### config.mk
export PLATFORM = sky130hd
export DESIGN_NAME = qed_consistency_monitor
export DESIGN_NICKNAME = d
export VERILOG_FILES = /design/src/rtl/qed_consistency_monitor.sv
export SDC_FILE = /design/constraint.sdc
export NUM_CORES = 1
export LEC_CHECK = 0
export CORE_AREA = 3 3 418 420
export DETAILED_ROUTE_END_ITERATION = 10
export DIE_AREA = 0 0 421 423
export SETUP_SLACK_MARGIN = 0.3
export SYNTH_ARGS = -nofsm -noshare
export SYNTH_HDL_FRONTEND = slang
export SYNTH_SLANG_ARGS = --single-unit
### constraint.sdc
create_clock -name clk_i -period 7.4 [get_ports clk_i]
set_clock_uncertainty 0.2 [all_clocks]
set_input_delay 1.48 -clock clk_i [delete_from_list [all_inputs] [get_ports clk_i]]
set_output_delay 1.48 -clock clk_i [all_outputs]
set_load 0.005 [all_outputs]
### src/rtl/qed_consistency_monitor.sv
// QED consistency monitor: counts original/duplicate commits and, once quiesced with equal
// counts, sweeps reg[j] vs reg[j+SPLIT]. Optional macro QED_ZERO_CHECK_EN also checks pair 0 is zero.
module qed_consistency_monitor #(
    parameter int XLEN  = 32,
    parameter int NREGS = 32,
    parameter int SPLIT = NREGS / 2,
    parameter int CNT_W = 16,
    parameter int LANES = 1
) (
    input  logic                     clk_i,
    input  logic                     rst_ni,
    input  logic [NREGS*XLEN-1:0]    regfile_i,
    input  logic                     commit_valid_i,
    input  logic                     commit_is_dup_i,
    input  logic                     quiesced_i,
    input  logic                     clear_i,
    output logic [CNT_W-1:0]         num_orig_o,
    output logic [CNT_W-1:0]         num_dup_o,
    output logic                     check_busy_o,
    output logic                     check_done_o,
    output logic                     check_pass_o,
    output logic                     mismatch_o,
    output logic [$clog2(NREGS)-1:0] mismatch_idx_o,
    output logic                     overflow_o
);
    localparam int IDX_W = $clog2(NREGS);
    localparam int SW_W  = IDX_W + 1;
`ifdef QED_ZERO_CHECK_EN
    localparam logic [SW_W-1:0] FIRST_IDX = '0;
`else
    localparam logic [SW_W-1:0] FIRST_IDX = SW_W'(1);
`endif
    localparam logic [SW_W-1:0] SPLIT_W = SW_W'(SPLIT);
    localparam logic [SW_W-1:0] LANES_W = SW_W'(LANES);

    typedef enum logic [1:0] {IDLE, SWEEP, DONE} state_e;

    state_e           state_q, state_d;
    logic [SW_W-1:0]  idx_q, idx_d;
    logic [CNT_W-1:0] num_orig_q, num_orig_d, num_dup_q, num_dup_d;
    logic             checked_q, checked_d, pass_q, pass_d;
    logic             mismatch_q, mismatch_d, overflow_q, overflow_d;
    logic [IDX_W-1:0] mm_idx_q, mm_idx_d;

    logic [XLEN-1:0]  regs [NREGS];
    logic [LANES-1:0] lane_fail;
    logic [IDX_W-1:0] lane_j [LANES];
    logic             any_fail;
    logic [IDX_W-1:0] first_fail;

    for (genvar gi = 0; gi < NREGS; gi++) begin : g_unpack
        assign regs[gi] = regfile_i[gi*XLEN +: XLEN];
    end

    // Lanes past the original partition are masked; their index is clamped to keep reads in range.
    for (genvar gi = 0; gi < LANES; gi++) begin : g_lane
        logic [SW_W-1:0]  j_full;
        logic             in_range;
        logic [IDX_W-1:0] ja, jb;
        assign j_full     = idx_q + SW_W'(gi);
        assign in_range   = j_full < SPLIT_W;
        assign ja         = in_range ? j_full[IDX_W-1:0] : '0;
        assign jb         = ja + IDX_W'(SPLIT);
        assign lane_j[gi] = ja;
`ifdef QED_ZERO_CHECK_EN
        assign lane_fail[gi] = in_range && ((ja == '0) ? ((regs[ja] != '0) || (regs[jb] != '0))
                                                       : (regs[ja] != regs[jb]));
`else
        assign lane_fail[gi] = in_range && (regs[ja] != regs[jb]);
`endif
    end

    always_comb begin
        any_fail   = |lane_fail;
        first_fail = '0;
        for (int i = LANES - 1; i >= 0; i--) begin
            if (lane_fail[i]) first_fail = lane_j[i];
        end
    end

    always_comb begin
        state_d    = state_q;
        idx_d      = idx_q;
        num_orig_d = num_orig_q;
        num_dup_d  = num_dup_q;
        checked_d  = checked_q;
        pass_d     = pass_q;
        mismatch_d = mismatch_q;
        overflow_d = overflow_q;
        mm_idx_d   = mm_idx_q;

        if (commit_valid_i) begin
            checked_d = 1'b0;
            if (commit_is_dup_i) begin
                if (&num_dup_q) overflow_d = 1'b1;
                else            num_dup_d  = num_dup_q + CNT_W'(1);
            end else begin
                if (&num_orig_q) overflow_d = 1'b1;
                else             num_orig_d = num_orig_q + CNT_W'(1);
            end
        end

        case (state_q)
            IDLE: begin
                if (quiesced_i && !commit_valid_i && !checked_q && !overflow_q &&
                    (num_orig_q == num_dup_q) && (num_orig_q != '0)) begin
                    state_d = SWEEP;
                    idx_d   = FIRST_IDX;
                end
            end
            SWEEP: begin
                if (!quiesced_i || commit_valid_i) begin
                    state_d = IDLE;
                end else if (any_fail) begin
                    state_d    = DONE;
                    pass_d     = 1'b0;
                    mismatch_d = 1'b1;
                    mm_idx_d   = first_fail;
                    checked_d  = 1'b1;
                end else if (idx_q + LANES_W >= SPLIT_W) begin
                    state_d   = DONE;
                    pass_d    = 1'b1;
                    checked_d = 1'b1;
                end else begin
                    idx_d = idx_q + LANES_W;
                end
            end
            DONE:    state_d = IDLE;
            default: state_d = IDLE;
        endcase

        if (clear_i) begin
            state_d    = IDLE;
            num_orig_d = '0;
            num_dup_d  = '0;
            checked_d  = 1'b0;
            pass_d     = 1'b0;
            mismatch_d = 1'b0;
            overflow_d = 1'b0;
            mm_idx_d   = '0;
        end
    end

    always_ff @(posedge clk_i or negedge rst_ni) begin
        if (!rst_ni) begin
            state_q    <= IDLE;
            idx_q      <= '0;
            num_orig_q <= '0;
            num_dup_q  <= '0;
            checked_q  <= 1'b0;
            pass_q     <= 1'b0;
            mismatch_q <= 1'b0;
            overflow_q <= 1'b0;
            mm_idx_q   <= '0;
        end else begin
            state_q    <= state_d;
            idx_q      <= idx_d;
            num_orig_q <= num_orig_d;
            num_dup_q  <= num_dup_d;
            checked_q  <= checked_d;
            pass_q     <= pass_d;
            mismatch_q <= mismatch_d;
            overflow_q <= overflow_d;
            mm_idx_q   <= mm_idx_d;
        end
    end

    assign num_orig_o     = num_orig_q;
    assign num_dup_o      = num_dup_q;
    assign check_busy_o   = (state_q == SWEEP);
    assign check_done_o   = (state_q == DONE);
    assign check_pass_o   = pass_q;
    assign mismatch_o     = mismatch_q;
    assign mismatch_idx_o = mm_idx_q;
    assign overflow_o     = overflow_q;
endmodule
======== Yosys cells after proc, flatten, opt, wreduce, memory -nomap -nowiden ========
Index checks and enable logic that the tools add are counted.
word-level totals
  input bits .............................. 1,030
  memories kept ........................... 0
  latch bits .............................. 0
  ROM bits ................................ 0
  logic and storage cells ................. 113
  output and inout port bits .............. 42
  RAM bits ................................ 0
  register bits ........................... 49
cells by class
  divide/modulo/power cells ............... 0
  order comparisons ....................... 4
  shift-type cells ........................ 0
  equal/unequal tests ..................... 15
  muxes and demuxes ....................... 50
  $add $sub $neg .......................... 4
  reduce and logical (&&, ||, !) cells .... 29
  bitwise logic cells ..................... 2
  multiply operators ...................... 0
operator list
  kind                                                                                 number
  32-bit binary-select mux with 5-bit select                                           2
  16-bit 2-to-1 mux                                                                    8
  32-bit 2-to-1 mux                                                                    4
  16-bit by 1-bit adder with 16-bit output, second input constant                      2
  32-bit inequality test                                                               1
  16-bit AND reduction                                                                 2
  5-bit 2-to-1 mux                                                                     5
  6-bit 2-to-1 mux                                                                     4
  1-bit 2-to-1 mux                                                                     20
  16-bit == test                                                                       1
  16-bit nonzero test                                                                  1
  3-bit AND reduction                                                                  5
  2-bit inequality test, second input constant                                         7
  6-bit greater-or-equal comparator, second input constant                             2
  5-bit inverter with 6-bit output                                                     2
  6-bit one-hot mux with 2 select lines                                                1
  2-bit 2-to-1 mux                                                                     5
  2-bit nonzero test                                                                   5
  6-bit by 1-bit adder with 6-bit output, second input constant                        1
  6-bit by 5-bit greater-or-equal comparator with 1-bit output, second input constant  1
  1-bit logical AND                                                                    6
  6-bit by 5-bit less-than comparator with 1-bit output, second input constant         1
  3-bit nonzero test                                                                   2
  5-bit adder, second input constant                                                   1
  12 further kinds                                                                     15

======== Longest topological paths before layout ========
Gate-level depths: netlist of run 1.
  depth after elaboration ................. 13
  depth in mapped cells ................... 15

======== Worst setup path before layout of run 1 ========
OpenSTA, ideal clock, no wires.
  path type ............................... input-to-reg
  from .................................... in regfile_i[381]
  to ...................................... reg mm_idx_q[0], in the netlist mismatch_idx_o[0]
  data arrival time ....................... 3.541 ns
  buffers on the path ..................... 0
  path slack .............................. 3.527 ns
  library setup time ...................... 0.132 ns
  stages on the path ...................... 10
  cells stage by stage .................... mux2_2 o22ai_1 a21oi_1 or3_1 a21o_1 a2111oi_0 o22ai_1 o31ai_4 mux2i_1 nor2_1
between the ends
  longest elaborated chain between the ends .. 7
  elaborated cells between the ends (all ways) .. 10
ends and longest elaborated chain
  element                                               line  RTL
  start, declared                                       12    input logic [NREGS*XLEN-1:0] regfile_i,
  32-bit binary-select mux with 5-bit select            69    assign lane_fail[gi] = in_range && (regs[ja] != regs[jb]);
  32-bit 2-to-1 mux (not written as such) (2 in a row)  69
  32-bit inequality test (*)                            69
  1-bit logical AND (*)                                 69
  2-bit nonzero test (no source line) (*)               n/a
  3-bit AND reduction (no source line) (*)              n/a
  end signal, assigned                                  164   mm_idx_q <= mm_idx_d;
  end, declared                                         43    logic [IDX_W-1:0] mm_idx_q, mm_idx_d;
Every way passes the cells marked *; elsewhere a longest branch is shown, timed or not. The select of a mux whose other input is x is not followed.
A chain may end at the register's enable or synchronous reset.

======== Final worst setup path of run 1 ========
  from .................................... reg idx_q[1]
  to ...................................... reg idx_q[3]
between the ends
  longest elaborated chain between the ends .. 11
  elaborated cells between the ends (all ways) .. 22
ends and longest elaborated chain
  element                                                 line  RTL
  start, declared                                         39    logic [SW_W-1:0] idx_q, idx_d;
  start signal, assigned                                  157   idx_q <= idx_d;
  6-bit by 5-bit less-than comparator with 1-bit output   61    assign in_range = j_full < SPLIT_W;
  5-bit 2-to-1 mux                                        62    assign ja = in_range ? j_full[IDX_W-1:0] : '0;
  5-bit adder                                             63    assign jb = ja + IDX_W'(SPLIT);
  5-bit inverter with 6-bit output (not written as such)  69
  32-bit binary-select mux with 5-bit select              69
  32-bit 2-to-1 mux (not written as such) (2 in a row)    69
  32-bit inequality test                                  69
  1-bit logical AND                                       69
  2-bit inequality test (no source line)                  n/a
  5-bit AND reduction (no source line)                    n/a
Parallel ways exist; a longest one is shown, timed or not. The select of a mux whose other input is x is not followed.

==> results of run 1 <==
==> cell type report <==
cell class	instances	area (sq um)	area share [%]
tap	2310	2890	11.06
clock inverter	2	16.27	0.06224
multi-input combinational	1456	10400	39.79
inverter	31	116.4	0.4453
antenna	21	52.55	0.2011
clock buffer	6	138.9	0.5314
sequential	49	1237	4.735
timing repair buffer	1129	11280	43.18
==> worst max-delay path by stage <==
stage                               startpoint                       endpoint  slack (ns)
after global routing      idx_q[0]$_DFFE_PN0P_  mismatch_idx_o[0]$_DFFE_PN0P_        0.89
after floorplan                 regfile_i[381]  mismatch_idx_o[0]$_DFFE_PN0P_        3.53
final                     idx_q[1]$_DFFE_PN0P_           idx_q[3]$_DFFE_PN0P_        1.25
after global placement          regfile_i[248]  mismatch_idx_o[2]$_DFFE_PN0P_        0.57
after detailed placement        regfile_i[248]  mismatch_idx_o[0]$_DFFE_PN0P_        0.53
after CTS                 idx_q[0]$_DFFE_PN0P_  mismatch_idx_o[0]$_DFFE_PN0P_        0.70
==> flip-flops by register name (all words and copies together) (netlist names) <==
signal,count
num_dup_o,16
mismatch_o,1
mismatch_idx_o,5
checked_q,1
check_pass_o,1
state_q,2
overflow_o,1
idx_q,6
num_orig_o,16
==> worst max-delay path, cell delays in order (launching register included) <==
cell and delay [ns]:
sky130_fd_sc_hd__dfrtp_4 0.67, sky130_fd_sc_hd__or4b_4 0.88, sky130_fd_sc_hd__buf_4 0.37, sky130_fd_sc_hd__o221a_2 0.31
sky130_fd_sc_hd__a32oi_1 0.40, sky130_fd_sc_hd__xor2_1 0.28, sky130_fd_sc_hd__nor4_1 0.77, sky130_fd_sc_hd__nand4_1 0.45
sky130_fd_sc_hd__nor4_2 0.49, sky130_fd_sc_hd__o22ai_1 0.34, sky130_fd_sc_hd__o31ai_4 0.38, sky130_fd_sc_hd__a21oi_2 0.17
sky130_fd_sc_hd__a21bo_1 0.22
==> synth_stat cells (all sizes together), types with 22 or more instances <==
library cell / count / area, sq um
mux2i: 141 / 1411
nand2: 124 / 465.5
o21ai: 113 / 565.5
o22ai: 110 / 688.2
nor2: 105 / 394.1
mux2: 97 / 1092
buf: 92 / 465.4
clkbuf: 91 / 341.6
a21oi: 88 / 444.2
xor2: 65 / 569.3
a211oi: 61 / 457.9
a21o: 52 / 390.4
dfrtp: 49 / 1226
nor2b: 48 / 300.3
o221ai: 41 / 359.1
a32oi: 37 / 324.1
nor3b: 36 / 270.3
o21a: 31 / 232.7
inv: 30 / 112.6
nor3: 30 / 150.1
xnor2: 27 / 236.5
a31oi: 26 / 162.7
nand3: 25 / 125.1
a2bb2oi: 23 / 201.4
o32ai: 22 / 192.7
==> stage by stage <==
step           hold WS (ns)  instances  power, mW  utilization, %
6_report             0.2934       5004      5.644           15.25
5_1_grt              0.3258       4989      5.991           15.23
4_1_cts              0.2877       4983      5.800           15.22
3_5_place_dp         0.2820       4975      5.535           15.13
3_3_place_gp         0.2938       4975      5.530           15.13
2_1_floorplan        0.2507       1719      2.860               -
==> cells by family (layout without fill, tap and decap cells) <==
| group | Yosys count | after routing | share of synthesized area [%] |
|---|---|---|---|
| compound gates | 675 | 675 | 37.78 |
| simple gates | 447 | 447 | 17.99 |
| mux | 238 | 238 | 20.10 |
| buf+inv | 214 | 1168 | 7.413 |
| xor+xnor | 92 | 92 | 6.469 |
| flops | 49 | 49 | 9.844 |
| fa+ha+maj | 4 | 4 | 0.4018 |
| other cells | 0 | 21 | 0 |
==> routing by layer <==
layer | part of all wire [%] | global-route usage, % | vias to the layer above
li1 | - | - | 8573
met1 | 40 | 19.89 | 9802
met5 | 0.12 | 0 | -
met4 | 2.4 | 2.697 | 28
met3 | 7.8 | 4.014 | 200
met2 | 50 | 28.72 | 1119
==> power groups by stage <==
stage               combinational, mW  sequential (mW)  clock, mW
floorplan                        2.58            0.285          0
global placement                 5.18            0.354          0
detailed placement               5.18            0.356          0
CTS                              5.20            0.350      0.252
global route                     5.38            0.350      0.264
finish                           5.05            0.341      0.249
==> summary.md, run 1 <==
| Metric | Value |
|---|---|
| Summed negative setup slack over all endpoints | 0 ns |
| Total number of vias | 19,720 |
| CTS tree | done |
| Share of final-layout standard cells stronger than drive strength 1 | 7.894% |
| Master cell of the clock root buffer | sky130_fd_sc_hd__clkbuf_16 |
| Area growth from synthesis to layout | 109.8% |
| Number of warning messages in the yosys log | 0 |
| Drt first-iter violations | roughly 1,700 |
| Largest net degree at the start of global routing | 107 |
| Global-route wire length before repair | 193.4 mm |
| DRC viols | 0 |
| Number of resized instances in the post-cts repair step | 0 |
| Reg-to-reg endpoint | idx_q[3]$_DFFE_PN0P_ |
| Wire length per cell | 30.66 um |
| Die extent in y | 423 um |
| Final standard cell area without fillers | 26,130 sq um |
| Sinks on the clock net | between 40 and 50 |
| Setup repair after global routing missed its margin | no |
| Run status | finished, final reports clean |
| Site row count | ~150 |
| Total Wirelength | around 150 mm |
| Total Die Area | between 150,000 and 200,000 sq um |
| Clk pwr share | 4.4% |
| Global-route usage over all layers | 16.19% |
| Area after DPL | between 20,000 and 30,000 sq um |
| Proportion of total power due to net switching | 59.05% |
| Highest clock rate | 0.1625 GHz |
| Buffer count from post-CTS setup fixing | 0 |
| Reg-to-reg critical path startpoint | idx_q[1]$_DFFE_PN0P_ |
| Mean cell area of the mapped netlist | 7.246 sq um |
| Final HPWL DP | 131.7 mm |
| Remaining global-route overflow | 0 |
| Number of fillers in the final layout | 19,460 |
| Number of antenna violations at the first check in global routing | 91 |
| Most used cells in the layout excluding fill and tap cells | sky130_fd_sc_hd__clkdlybuf4s50_1 (1,069), sky130_fd_sc_hd__mux2i_1 (141), sky130_fd_sc_hd__nand2_1 (124) |
| Power density over the cells | ~220 nW/um^2 |
| Type of the most critical hold path | reg -> reg |
| Clk buf depth | 2 |
| Critical path arrival | 6.13 ns |
| Worst vdd rail ir drop | 0.1816 mV |
| Maximum fanout encountered on the critical timing path | 30 |
| Placer Congestion | 0.9648 |
| Count of antenna-violating nets left after detailed routing | 0 |
| Count of different cell masters after synthesis | between 60 and 70 |
| Register-to-register setup slack | 1.25 ns |
| Proportion of synthesized flip-flops having asynchronous set or reset | 100.0% |
| Critical Path Source Type | flip-flop |
| DIE WIDTH | 421 um |
| Commonest non-fill, non-tap cell in the layout | sky130_fd_sc_hd__clkdlybuf4s50_1 |
| Number of hold-repair buffers added at the cts stage | 0 |
| Number of iterations in the first detailed-routing pass | 5 |
| Fin crit period | 6.153 ns |
| Gate count of the mapped netlist | 1,719 |
| Critical path start-end classification | reg -> reg |
| Final setup vio count | 0 |
| Final count of hold timing violations | 0 |
| Number of cell instances on the worst register-to-register path | 12 |
| Area of the placeable core | around 170,000 sq um |
| Leading register cell type out of synthesis | sky130_fd_sc_hd__dfrtp_1 |
| Number of pins with negative max-slew slack in the final report | 0 |
| Combinational fraction of design power | 89.5% |
| Slew @ Worst Pin | 1.327 ns |
| Share of power burned in registers | 6.1% |
| Worst slew margin relative to its limit | 10.59% |
| CTS clk-pin slew, worst paths | 0.06 ns |
| Effective utilization at floorplan | 7.269% |
| Critical path endpoint category | flip-flop |
| Worst-skew pair later-pin latency | 0.30 ns |
| Internal power contribution | ~2.3 mW |
| Period Utilization, post-route | 83.15% |
| TritonCTS buffer count | 5 |
| LEAKAGE | 9.281 nW |
| Post-Syn Area | 12,460 sq um |
| Post-synth EDFFs | 0 |
| Detailed-route vias per instance | 3.941 |
| Number of flip-flops and latches in the synthesized netlist | 49 |
| WHS Path Cells | 1 |
| Pre-CTS setup slack | roughly 0.53 ns |
| Number of port buffers | between 1,000 and 1,500 |
| Max-cap check violation count | 0 |
| Number of levels in the clock H-tree | 2 |
| Net switching power figure | ~3.3 mW |
| Endpoint of the worst hold path | state_q[0]$_DFFE_PN0P_ |
| Post-Synthesis Net Count | 2,753 |
| Vias in the first global route | 18,930 |
| Data required time of the critical path | 7.38 ns |
| Number of nets in the final layout | approximately 3,700 |
| Post-layout worst setup margin | 1.247 ns |
| HP Start | state_q[1]$_DFFE_PN0P_ |
| Count of pins on the block boundary | 1,072 |
| Post-synthesis sequential area ratio | 9.844% |
Note: power is estimated with default switching activity, not from simulation.
==> run 2: changes to the inputs <==
Settings changed: CORE_AREA 3 3 418 420 to 3 3 411 413, DIE_AREA 0 0 421 423 to 0 0 414 416.
Clock period 7.4 ns to 6.04 ns, I/O delays scaled along.
==> run 2 against run 1 <==
  * Routed wire length down 4.3%
  * Cell count down 2.0%
  * Sequential cell count unchanged
  * Power up 23%
  * Via count down 0.49%
  * Fmax up 10%
  * First-iteration DRC count down 13%
  * Count of clock-buffer cells in the layout up 1
  * Cell area up 0.50%
  * Register-to-register slack worse by 0.78 ns
  * Combinational power up 24%
  * Sequential power up 7.3%
  * Largest cell class unchanged
  * Largest power group unchanged
==> summary.md, run 2 (synthesis results as in run 1) <==
| Metric | Value |
|---|---|
| LEAKAGE | 9.422 nW |
| Clk pwr share | 4.8% |
| Wire length per cell | 29.94 um |
| Effective utilization at floorplan | 7.541% |
| Commonest non-fill, non-tap cell in the layout | sky130_fd_sc_hd__clkdlybuf4s50_1 |
| Combinational fraction of design power | between 80% and 90% |
| Total number of vias | about 20,000 |
| Critical path start-end classification | reg -> reg |
| Clk buf depth | 2 |
| Run status | finished, final reports clean |
| Number of hold-repair buffers added at the cts stage | 0 |
| Max stage delay cell, worst path | sky130_fd_sc_hd__nand2b_2 |
| Largest net degree at the start of global routing | 133 |
| Share of final-layout standard cells stronger than drive strength 1 | 8.655% |
| Critical path endpoint category | flip-flop |
| Type of the most critical hold path | reg -> reg |
| Worst-skew pair later-pin latency | 0.29 ns |
| Share of power burned in registers | 5.3% |
| DRC viols | 0 |
| Die extent in y | roughly 420 um |
| Post-layout worst setup margin | 0.4716 ns |
| Drt first-iter violations | 1,493 |
| Slew @ Worst Pin | about 1.1 ns |
| Setup repair after global routing missed its margin | no |
| Global-route usage over all layers | 16.09% |
| Critical path arrival | 5.55 ns |
| Fin crit period | 5.568 ns |
| Data required time of the critical path | about 6 ns |
| Number of port buffers | 1,071 |
| Count of pins on the block boundary | 1,072 |
| Number of levels in the clock H-tree | 2 |
| Number of fillers in the final layout | 18,870 |
| Worst vdd rail ir drop | 0.2840 mV |
| Sinks on the clock net | 49 |
| Site row count | 149 |
| Maximum fanout encountered on the critical timing path | about 130 |
| Pre-CTS setup slack | -0.4987 ns |
| Most used cells in the layout excluding fill and tap cells | sky130_fd_sc_hd__clkdlybuf4s50_1 (1,070), sky130_fd_sc_hd__mux2i_1 (141), sky130_fd_sc_hd__nand2_1 (124) |
| Area growth from synthesis to layout | 110.9% |
| Remaining global-route overflow | 0 |
| Final worst hold slack | 0.2973 ns |
| Number of iterations in the first detailed-routing pass | 6 |
| Vias in the first global route | 19,600 |
| Total Wirelength | 146.9 mm |
| Area of the placeable core | 165,200 sq um |
| Family with the most delay on the worst path | compound AO/OA/AOI/OAI gates |
| Net switching power figure | about 4.0 mW |
| Worst slew margin relative to its limit | 23.27% |
| Period Utilization, post-route | 92.19% |
| Power density over the cells | 265.1 nW/um^2 |
| Max-cap check violation count | 0 |
| CTS tree | done |
| Highest clock rate | 0.1796 GHz |
| Detailed-route vias per instance | approximately 4 |
| Buffers & Inverters on Critical Path | 3 |
| Summed negative setup slack over all endpoints | 0 ns |
| Number of nets in the final layout | approximately 3,700 |
| Critical Path Source Type | flip-flop |
| Final count of hold timing violations | 0 |
| Number of pins with negative max-slew slack in the final report | 0 |
| TritonCTS buffer count | 5 |
| Total Die Area | between 150,000 and 200,000 sq um |
| Layout Utilization | 15.90% |
| CTS clk-pin slew, worst paths | 0.07 ns |
| Internal power contribution | ~3.0 mW |
| Number of antenna violations at the first check in global routing | 102 |
| Max incr delay on CP | 0.64 ns |
| Placer Congestion | 0.9768 |
| Global-route wire length before repair | 187.1 mm |
| Final setup vio count | 0 |
| CP Cell Sequence | buf_12 -> nand2b_2 -> buf_4 -> nor2_1 -> a21oi_1 -> a21oi_1 -> o22ai_1 -> o21ai_0 -> a2111oi_2 -> buf_4 -> o22ai_1 -> o31ai_4 -> a21oi_2 -> a21bo_1 |
| Proportion of total power due to net switching | 57.47% |
| Count of antenna-violating nets left after detailed routing | 0 |
| Master cell of the clock root buffer | sky130_fd_sc_hd__clkbuf_16 |
| DIE WIDTH | 414 um |
| Final HPWL DP | 127.8 mm |
[run 2: cell types whose count changed in the layout (fill, tap and decap cells not counted), moves of 2 or more]
cell	delta
sky130_fd_sc_hd__buf_4	+14
sky130_fd_sc_hd__buf_12	+5
sky130_fd_sc_hd__nor4_2	+2
sky130_fd_sc_hd__diode_2	+4
sky130_fd_sc_hd__nor4_1	-2
[run 2: repair_timing]
item                       CTS  global route
setup endpoints to repair   16             2
setup buffers                0             0
resized for setup            4             2
[run 2: area by class of cell]
cell class | count | area, sq um | area share [%]
Inverter | 31 | 116.4 | 0.4430
Clock inverter | 1 | 30.03 | 0.1143
Clock buffer | 7 | 142.6 | 0.5431
Multi-Input combinational cell | 1456 | 10440 | 39.76
Antenna cell | 25 | 62.56 | 0.2382
Timing Repair Buffer | 1148 | 11490 | 43.76
Tap cell | 2189 | 2739 | 10.43
Sequential cell | 49 | 1237 | 4.712
[run 2: path summary, 6_finish.rpt]
kind	to	slack, ns	startpoint	depth (start not counted)
setup / recovery	idx_q[2]$_DFFE_PN0P_	0.47	idx_q[0]$_DFFE_PN0P_	14
hold / removal	state_q[0]$_DFFE_PN0P_	0.30	state_q[1]$_DFFE_PN0P_	1
setup reg to reg	idx_q[2]$_DFFE_PN0P_	0.47	idx_q[0]$_DFFE_PN0P_	14
hold reg to reg	state_q[0]$_DFFE_PN0P_	0.30	state_q[1]$_DFFE_PN0P_	1
max in group asynchronous	idx_q[0]$_DFFE_PN0P_	4.29	rst_ni	2
min in group asynchronous	idx_q[4]$_DFFE_PN0P_	0.84	rst_ni	2
[run 2: routing by layer]
layer	routed length (um)	GRT usage, %	part of all wire (%)	up-vias
met4	4044	4.142	2.8	54
met5	342	0	0.23	-
met1	55900	18.37	38	9503
met3	12890	5.179	8.8	258
met2	73720	28.76	50	1200
li1	-	-	-	8611
[run 2: power by group through the flow]
stage | registers (mW) | logic, mW | clock network, mW
2_1_floorplan | 0.349 | 3.16 | 0
3_3_place_gp | 0.372 | 6.35 | 0
3_5_place_dp | 0.374 | 6.37 | 0
4_1_cts | 0.368 | 6.41 | 0.341
5_1_grt | 0.368 | 6.70 | 0.353
6_report | 0.366 | 6.26 | 0.334
[run 2: worst register-to-register path: stages, from the launching register on]
cell	delay, ns
sky130_fd_sc_hd__dfrtp_4	0.58
sky130_fd_sc_hd__buf_12	0.29
sky130_fd_sc_hd__nand2b_2	0.81
sky130_fd_sc_hd__buf_4	0.39
sky130_fd_sc_hd__nor2_1	0.06
sky130_fd_sc_hd__a21oi_1	0.14
sky130_fd_sc_hd__a21oi_1	0.09
sky130_fd_sc_hd__o22ai_1	0.63
sky130_fd_sc_hd__o21ai_0	0.63
sky130_fd_sc_hd__a2111oi_2	0.47
sky130_fd_sc_hd__buf_4	0.20
sky130_fd_sc_hd__o22ai_1	0.21
sky130_fd_sc_hd__o31ai_4	0.38
sky130_fd_sc_hd__a21oi_2	0.16
sky130_fd_sc_hd__a21bo_1	0.22
[run 2: stage by stage]
step	power [mW]	std cells	cell area, sq um
after floorplan	3.504	1719	12460
after global placement	6.719	4873	25980
after detailed placement	6.744	4873	25990
after CTS	7.120	4881	26190
after global routing	7.423	4894	26230
final	6.963	4906	26260
==> run 3: changes to the inputs <==
Settings changed: GPL_TIMING_DRIVEN set to 1.
==> results of run 3 <==
Final layout, timing and power as in run 2 (identical DEF).
